File: src/rtl/updown_sweep_ctrl.sv
// Up/down sweep controller: ramps count from lo to hi and back to lo for a
// programmable number of passes, then pulses done. lo/hi/passes are latched
// on an accepted start so the sweep is immune to later input changes.
//
// state | meaning
// IDLE  | waiting for start; count/up_down hold
// UP    | incrementing toward latched hi
// DOWN  | decrementing toward latched lo
// DONE  | one-cycle completion state, done pulse high
module updown_sweep_ctrl #(
  parameter int WIDTH  = 4,
  parameter int PASS_W = 4
) (
  input  logic              clk,
  input  logic              rst,
  input  logic              start,
  input  logic              abort,
  input  logic [WIDTH-1:0]  lo,
  input  logic [WIDTH-1:0]  hi,
  input  logic [PASS_W-1:0] passes,
  output logic [WIDTH-1:0]  count,
  output logic              up_down,
  output logic              busy,
  output logic              done,
  output logic              err
);

  typedef enum logic [1:0] {
    IDLE = 2'd0,
    UP   = 2'd1,
    DOWN = 2'd2,
    DONE = 2'd3
  } state_t;

  state_t              state;
  logic [WIDTH-1:0]    lo_q;
  logic [WIDTH-1:0]    hi_q;
  logic [PASS_W-1:0]   passes_q;
  logic [PASS_W-1:0]   pass_cnt;

  logic [WIDTH-1:0]    count_inc;
  logic [WIDTH-1:0]    count_dec;
  logic [PASS_W-1:0]   pass_inc;
  logic                start_ok;

  // Next-value helpers shared by the turn-around compares.
  always_comb begin
    count_inc = count + {{(WIDTH-1){1'b0}}, 1'b1};
    count_dec = count - {{(WIDTH-1){1'b0}}, 1'b1};
    pass_inc  = pass_cnt + {{(PASS_W-1){1'b0}}, 1'b1};
    start_ok  = (lo < hi) && (passes != '0);
  end

  // Sweep FSM with all outputs registered; done/err default low so they pulse.
  always_ff @(posedge clk or negedge rst) begin
    if (!rst) begin
      state    <= IDLE;
      count    <= '0;
      up_down  <= 1'b1;
      busy     <= 1'b0;
      done     <= 1'b0;
      err      <= 1'b0;
      lo_q     <= '0;
      hi_q     <= '0;
      passes_q <= '0;
      pass_cnt <= '0;
    end else begin
      done <= 1'b0;
      err  <= 1'b0;
      case (state)
        IDLE: begin
          // abort outranks start even though there is no sweep to stop
          if (start && !abort) begin
            if (start_ok) begin
              lo_q     <= lo;
              hi_q     <= hi;
              passes_q <= passes;
              pass_cnt <= '0;
              count    <= lo;
              up_down  <= 1'b1;
              busy     <= 1'b1;
              state    <= UP;
            end else begin
              err <= 1'b1;
            end
          end
        end
        UP: begin
          if (abort) begin
            busy  <= 1'b0;
            state <= IDLE;
          end else begin
            count <= count_inc;
            if (count_inc == hi_q) begin
              up_down <= 1'b0;
              state   <= DOWN;
            end
          end
        end
        DOWN: begin
          if (abort) begin
            busy  <= 1'b0;
            state <= IDLE;
          end else begin
            count <= count_dec;
            if (count_dec == lo_q) begin
              pass_cnt <= pass_inc;
              if (pass_inc == passes_q) begin
                busy  <= 1'b0;
                done  <= 1'b1;
                state <= DONE;
              end else begin
                up_down <= 1'b1;
                state   <= UP;
              end
            end
          end
        end
        DONE: begin
          state <= IDLE;
        end
        default: begin
          busy  <= 1'b0;
          state <= IDLE;
        end
      endcase
    end
  end

endmodule

File: config.mk
export PLATFORM = sky130hd
export DESIGN_NAME = updown_sweep_ctrl
export DESIGN_NICKNAME = d
export VERILOG_FILES = /design/src/rtl/updown_sweep_ctrl.sv
export SDC_FILE = /design/constraint.sdc
export NUM_CORES = 1
export LEC_CHECK = 0
export ABC_AREA = 0
export CAP_MARGIN = 20
export CORE_UTILIZATION = 45
export CTS_CLUSTER_DIAMETER = 120
export DETAILED_ROUTE_END_ITERATION = 12
export GPL_TIMING_DRIVEN = 0
export PLACE_DENSITY = 0.73
export SLEW_MARGIN = 20
export SYNTH_ARGS = -nofsm -noshare
export SYNTH_HDL_FRONTEND = slang
export SYNTH_SLANG_ARGS = --single-unit
File: constraint.sdc
create_clock -name clk -period 2.23 [get_ports clk]
set_clock_uncertainty 0.15 [all_clocks]
set_input_delay 0.3345 -clock clk [delete_from_list [all_inputs] [get_ports clk]]
set_output_delay 0.3345 -clock clk [all_outputs]
set_load 0.005 [all_outputs]
==> tab_implementation.tex <==
\begin{tabular}{lr}
\hline
Metric & Value \\
\hline
\multicolumn{2}{l}{\textbf{Synthesis}} \\
\quad Most instantiated flip-flop cell in the synthesis netlist & dfrtp\_1 \\
\quad Number of register bits inferred by synthesis & 26 \\
\quad Sequential area share after synthesis & 37.8\% \\
\quad Synth Cell Area & 1720 um2 \\
\quad Async S/R FF share, synth & 100\% \\
\quad Count of flip-flops with a built-in enable after synthesis & 0 \\
\quad Post-synthesis cell count & 180 \\
\quad Yosys warning total & 0 \\
\quad Syn Nets & 206 \\
\quad Yosys cell types & 48 \\
\quad Post-synthesis average cell area & 9.57 um2 \\
\multicolumn{2}{l}{\textbf{Global route}} \\
\quad Wire length of the first global-routing pass & 6630 um \\
\quad Initial antenna violation count & 0 \\
\quad Maximum number of pins on one net before global-route repair & 27 \\
\quad Combined global-route utilization of all metal layers & 20.7\% \\
\quad Leftover overflow at the end of global routing & 0 \\
\quad Via count of the first global-routing pass & 1451 \\
\multicolumn{2}{l}{\textbf{Run}} \\
\quad Max capacitance violation total & 0 \\
\multicolumn{2}{l}{\textbf{Placement}} \\
\quad Setup slack at placement & -0.577 ns \\
\quad Placer's final routability congestion estimate & 0.861 \\
\quad IO buf count & 23 \\
\quad Placed Area & 2020 um2 \\
\quad Post-detail-place hpwl & 2650 um \\
\multicolumn{2}{l}{\textbf{Finish}} \\
\quad Area Growth Syn to Fin & 32.8\% \\
\quad Final core utilization & 62.5\% \\
\quad Cell area after layout & 2290 um2 \\
\quad Ratio of cells with drive above 1 in the final layout & 25.2\% \\
\quad Count of antenna diodes in the layout & 0 \\
\quad Number of nets in the final layout & 245 \\
\multicolumn{2}{l}{\textbf{Pwr}} \\
\quad Part of the total power dissipated in the clock network & 10.6\% \\
\quad Total power & 2.96 mW \\
\quad Net switching power of the design & 1.23 mW \\
\quad Share of power burned in registers & 27.1\% \\
\quad Internal Pwr Total & 1.74 mW \\
\quad Peak ir drop on the vdd network & 634 uV \\
\quad Relative contribution of combinational cells to total power & 62.3\% \\
\quad Sw Ratio & 41.4\% \\
\quad Leakage power total & 0.985 nW \\
\quad Power per standard cell area & 1290 nW/um2 \\
\multicolumn{2}{l}{\textbf{Critical path}} \\
\quad Critical path type & reg2reg \\
\quad Cell type of the slowest stage on the worst timing path & xor3\_1 \\
\quad Ordered cell list for the critical path & buf\_6 > xor3\_1 > nor3\_4 > buf\_4 > nand4b\_1 > and2\_4 > nor3b\_2 > a21oi\_1 \\
\quad Biggest cell delay along the critical path & 0.46 ns \\
\quad Startpoint type of the worst setup path & register \\
\quad Worst EP required & 2.24 ns \\
\quad Signal arrival time at the worst endpoint & 2.24 ns \\
\quad Worst setup EP type & register \\
\quad Register-to-register setup slack & 0.004 ns \\
\quad Largest fanout on the critical path & 8 \\
\multicolumn{2}{l}{\textbf{Worst hold path}} \\
\quad Path class of the lowest-slack min-delay path & in2reg \\
\multicolumn{2}{l}{\textbf{Floorplanning}} \\
\quad Top-level I/O count & 24 \\
\quad Core region area & 3660 um2 \\
\quad Floorplan row count & 22 \\
\quad Width of the chip & 63.9 um \\
\quad Area of the die & 4080 um2 \\
\quad Chip Height & 63.9 um \\
\quad Starting density of the core & 47.1\% \\
\multicolumn{2}{l}{\textbf{Routing}} \\
\quad Detail Route Antenna Nets & 0 \\
\quad WL per Instance & 15.1 um \\
\quad Number of vias after detailed routing & 1497 \\
\quad Final routed DRC violation total & 0 \\
\quad Total iterations of the first detailed-routing run & 4 \\
\quad Count of routing violations after the opening detailed-route iteration & 65 \\
\quad Drt via density & 5.63 \\
\quad Post-Route WL & 4030 um \\
\multicolumn{2}{l}{\textbf{STA}} \\
\quad Setup violations, final & 0 \\
\quad Final Hold Viols & 0 \\
\quad Number of pins exceeding their max-slew limit in the final report & 0 \\
\quad Highest clock rate & 449 MHz \\
\quad Smallest setup slack after layout & 0.00366 ns \\
\quad Post-layout minimum cycle time & 2.23 ns \\
\quad Setup repair after global routing missed its margin & true \\
\quad Slew Limit Headroom & 60.4\% \\
\quad Period Utilization, post-route & 99.8\% \\
\quad Least-Margin Pin Slew & 0.593 ns \\
\multicolumn{2}{l}{\textbf{Clocking}} \\
\quad Number of buffers created by CTS & 3 \\
\quad Insertion delay of the later-clocked pin in the worst-skew pair & 0.27 ns \\
\quad Clock-pin transition on the worst setup and hold timing paths & 0.10 ns \\
\quad CTS tree & built \\
\quad Clock tree root driver cell & clkbuf\_8 \\
\quad Clock tree sinks & 26 \\
\quad H-tree Lvls & 1 \\
\quad Number of buffers on the longest clock path & 2 \\
\multicolumn{2}{l}{\textbf{Run status}} \\
\quad Result of the run & complete, no violations \\
\hline
\end{tabular}
-- metrics by stage --
stage | hold WS (ns) | TNS [ns] | std cells
after global placement | 0.335 | -7.83 | 251
after detailed placement | 0.228 | -8.10 | 251
after floorplan | -0.111 | 0 | 180
after global routing | 0.343 | -0.373 | 266
after CTS | 0.337 | 0 | 265
final | 0.328 | 0 | 266
-- cells in the mapped netlist, types with 2 or more instances --
cell | instances | area, um2
a211oi_1 | 2 | 15.0
a21oi_1 | 7 | 35.0
a22oi_1 | 3 | 22.5
clkbuf_1 | 6 | 22.5
dfrtp_1 | 25 | 626
ha_1 | 10 | 125
inv_1 | 12 | 45.0
mux2_2 | 10 | 113
mux2i_1 | 3 | 30.0
nand2_1 | 15 | 56.3
nand3_1 | 3 | 15.0
nor2_1 | 10 | 37.5
nor3_1 | 3 | 15.0
nor4b_1 | 2 | 17.5
o21ai_0 | 22 | 110
o311ai_0 | 2 | 17.5
xnor2_1 | 7 | 61.3
xor2_1 | 8 | 70.1
-- power groups by stage --
stage,combinational (mW),sequential [mW],clock [mW]
after floorplan,1.12,0.779,0
after global placement,1.46,0.795,0
after detailed placement,1.49,0.804,0
after CTS,1.66,0.798,0.317
after global routing,1.99,0.826,0.340
final,1.84,0.801,0.315
-- what timing repair did --
item,CTS,global route
endpoints found under the hold margin,25,0
gates resized for setup,22,17
hold buffers,1,0
pin swaps,8,8
buffers inserted,9,1
setup endpoints to repair,12,16
-- layout make-up --
class / instances / area (um2)
clock buffer: 4 / 55.1
multi-input combinational: 132 / 1090
timing repair buffer: 34 / 317
buffer: 10 / 61.3
tap: 48 / 60.1
fill: 289 / 1370
inverter: 12 / 47.5
sequential: 26 / 653
-- routing by layer --
metal  track usage (%)  vias to the layer above  wire [um]
li1                  -                      714          -
met1              27.2                      724       1840
met2              35.6                       57       1990
met3              2.68                        2        173
met4              5.40                        0         22
met5                 0                        -          0
-- worst max-delay path: cells and delay by family, from the launching register on --
kind / cells / cell delay (ns)
compound gates: 1 / 0.08
flops: 1 / 0.37
simple gates: 4 / 0.74
buf+inv: 2 / 0.30
xor+xnor: 1 / 0.46
-- kinds of logic (layout without fill, tap and decap cells) --
kind of cell	Yosys count	after routing	synth area share (%)
AO/OA/AOI/OAI	48	48	17.4
buffers and inverters	22	60	5.52
multiplexers	13	13	8.28
flip-flops	26	26	37.8
AND/OR/NAND/NOR	44	44	13.4
XOR/XNOR	17	17	10.3
adder cells (fa/ha/maj)	10	10	7.26
-- worst paths after layout --
| kind | start | endpoint | depth (start not counted) |
|---|---|---|---|
| setup / recovery | count[2] | pass_cnt[2] | 8 |
| hold / removal | hi[3] | hi_q[3] | 3 |
| setup reg to reg | count[2] | pass_cnt[2] | 8 |
| hold reg to reg | hi_q[2] | hi_q[2] | 2 |
| max in group asynchronous | rst | count[1] | 2 |
| min in group asynchronous | rst | passes_q[3] | 2 |
-- layout by cell type, fill, tap and decap left out, drive strengths merged, types with 2 or more instances in the layout --
cell            n
xor2            8
inv            12
nand3           3
ha             10
buf            14
o311ai          3
clkbuf         11
nor2           10
mux2i           3
nand2          16
mux2           10
o21ai          23
a21oi           7
dlygate4sd2     5
dfrtp          25
clkdlybuf4s50  17
a22oi           3
nor4b           2
a211oi          2
nor3            4
xnor2           7
-- flip-flops by register name (all words and copies together), names as in the netlist, 2 cells and up --
| name | count |
|---|---|
| pass_cnt | 4 |
| count | 4 |
| state | 2 |
| passes_q | 4 |
| lo_q | 4 |
| hi_q | 4 |
No activity file was read; power rests on OpenSTA's default activity.
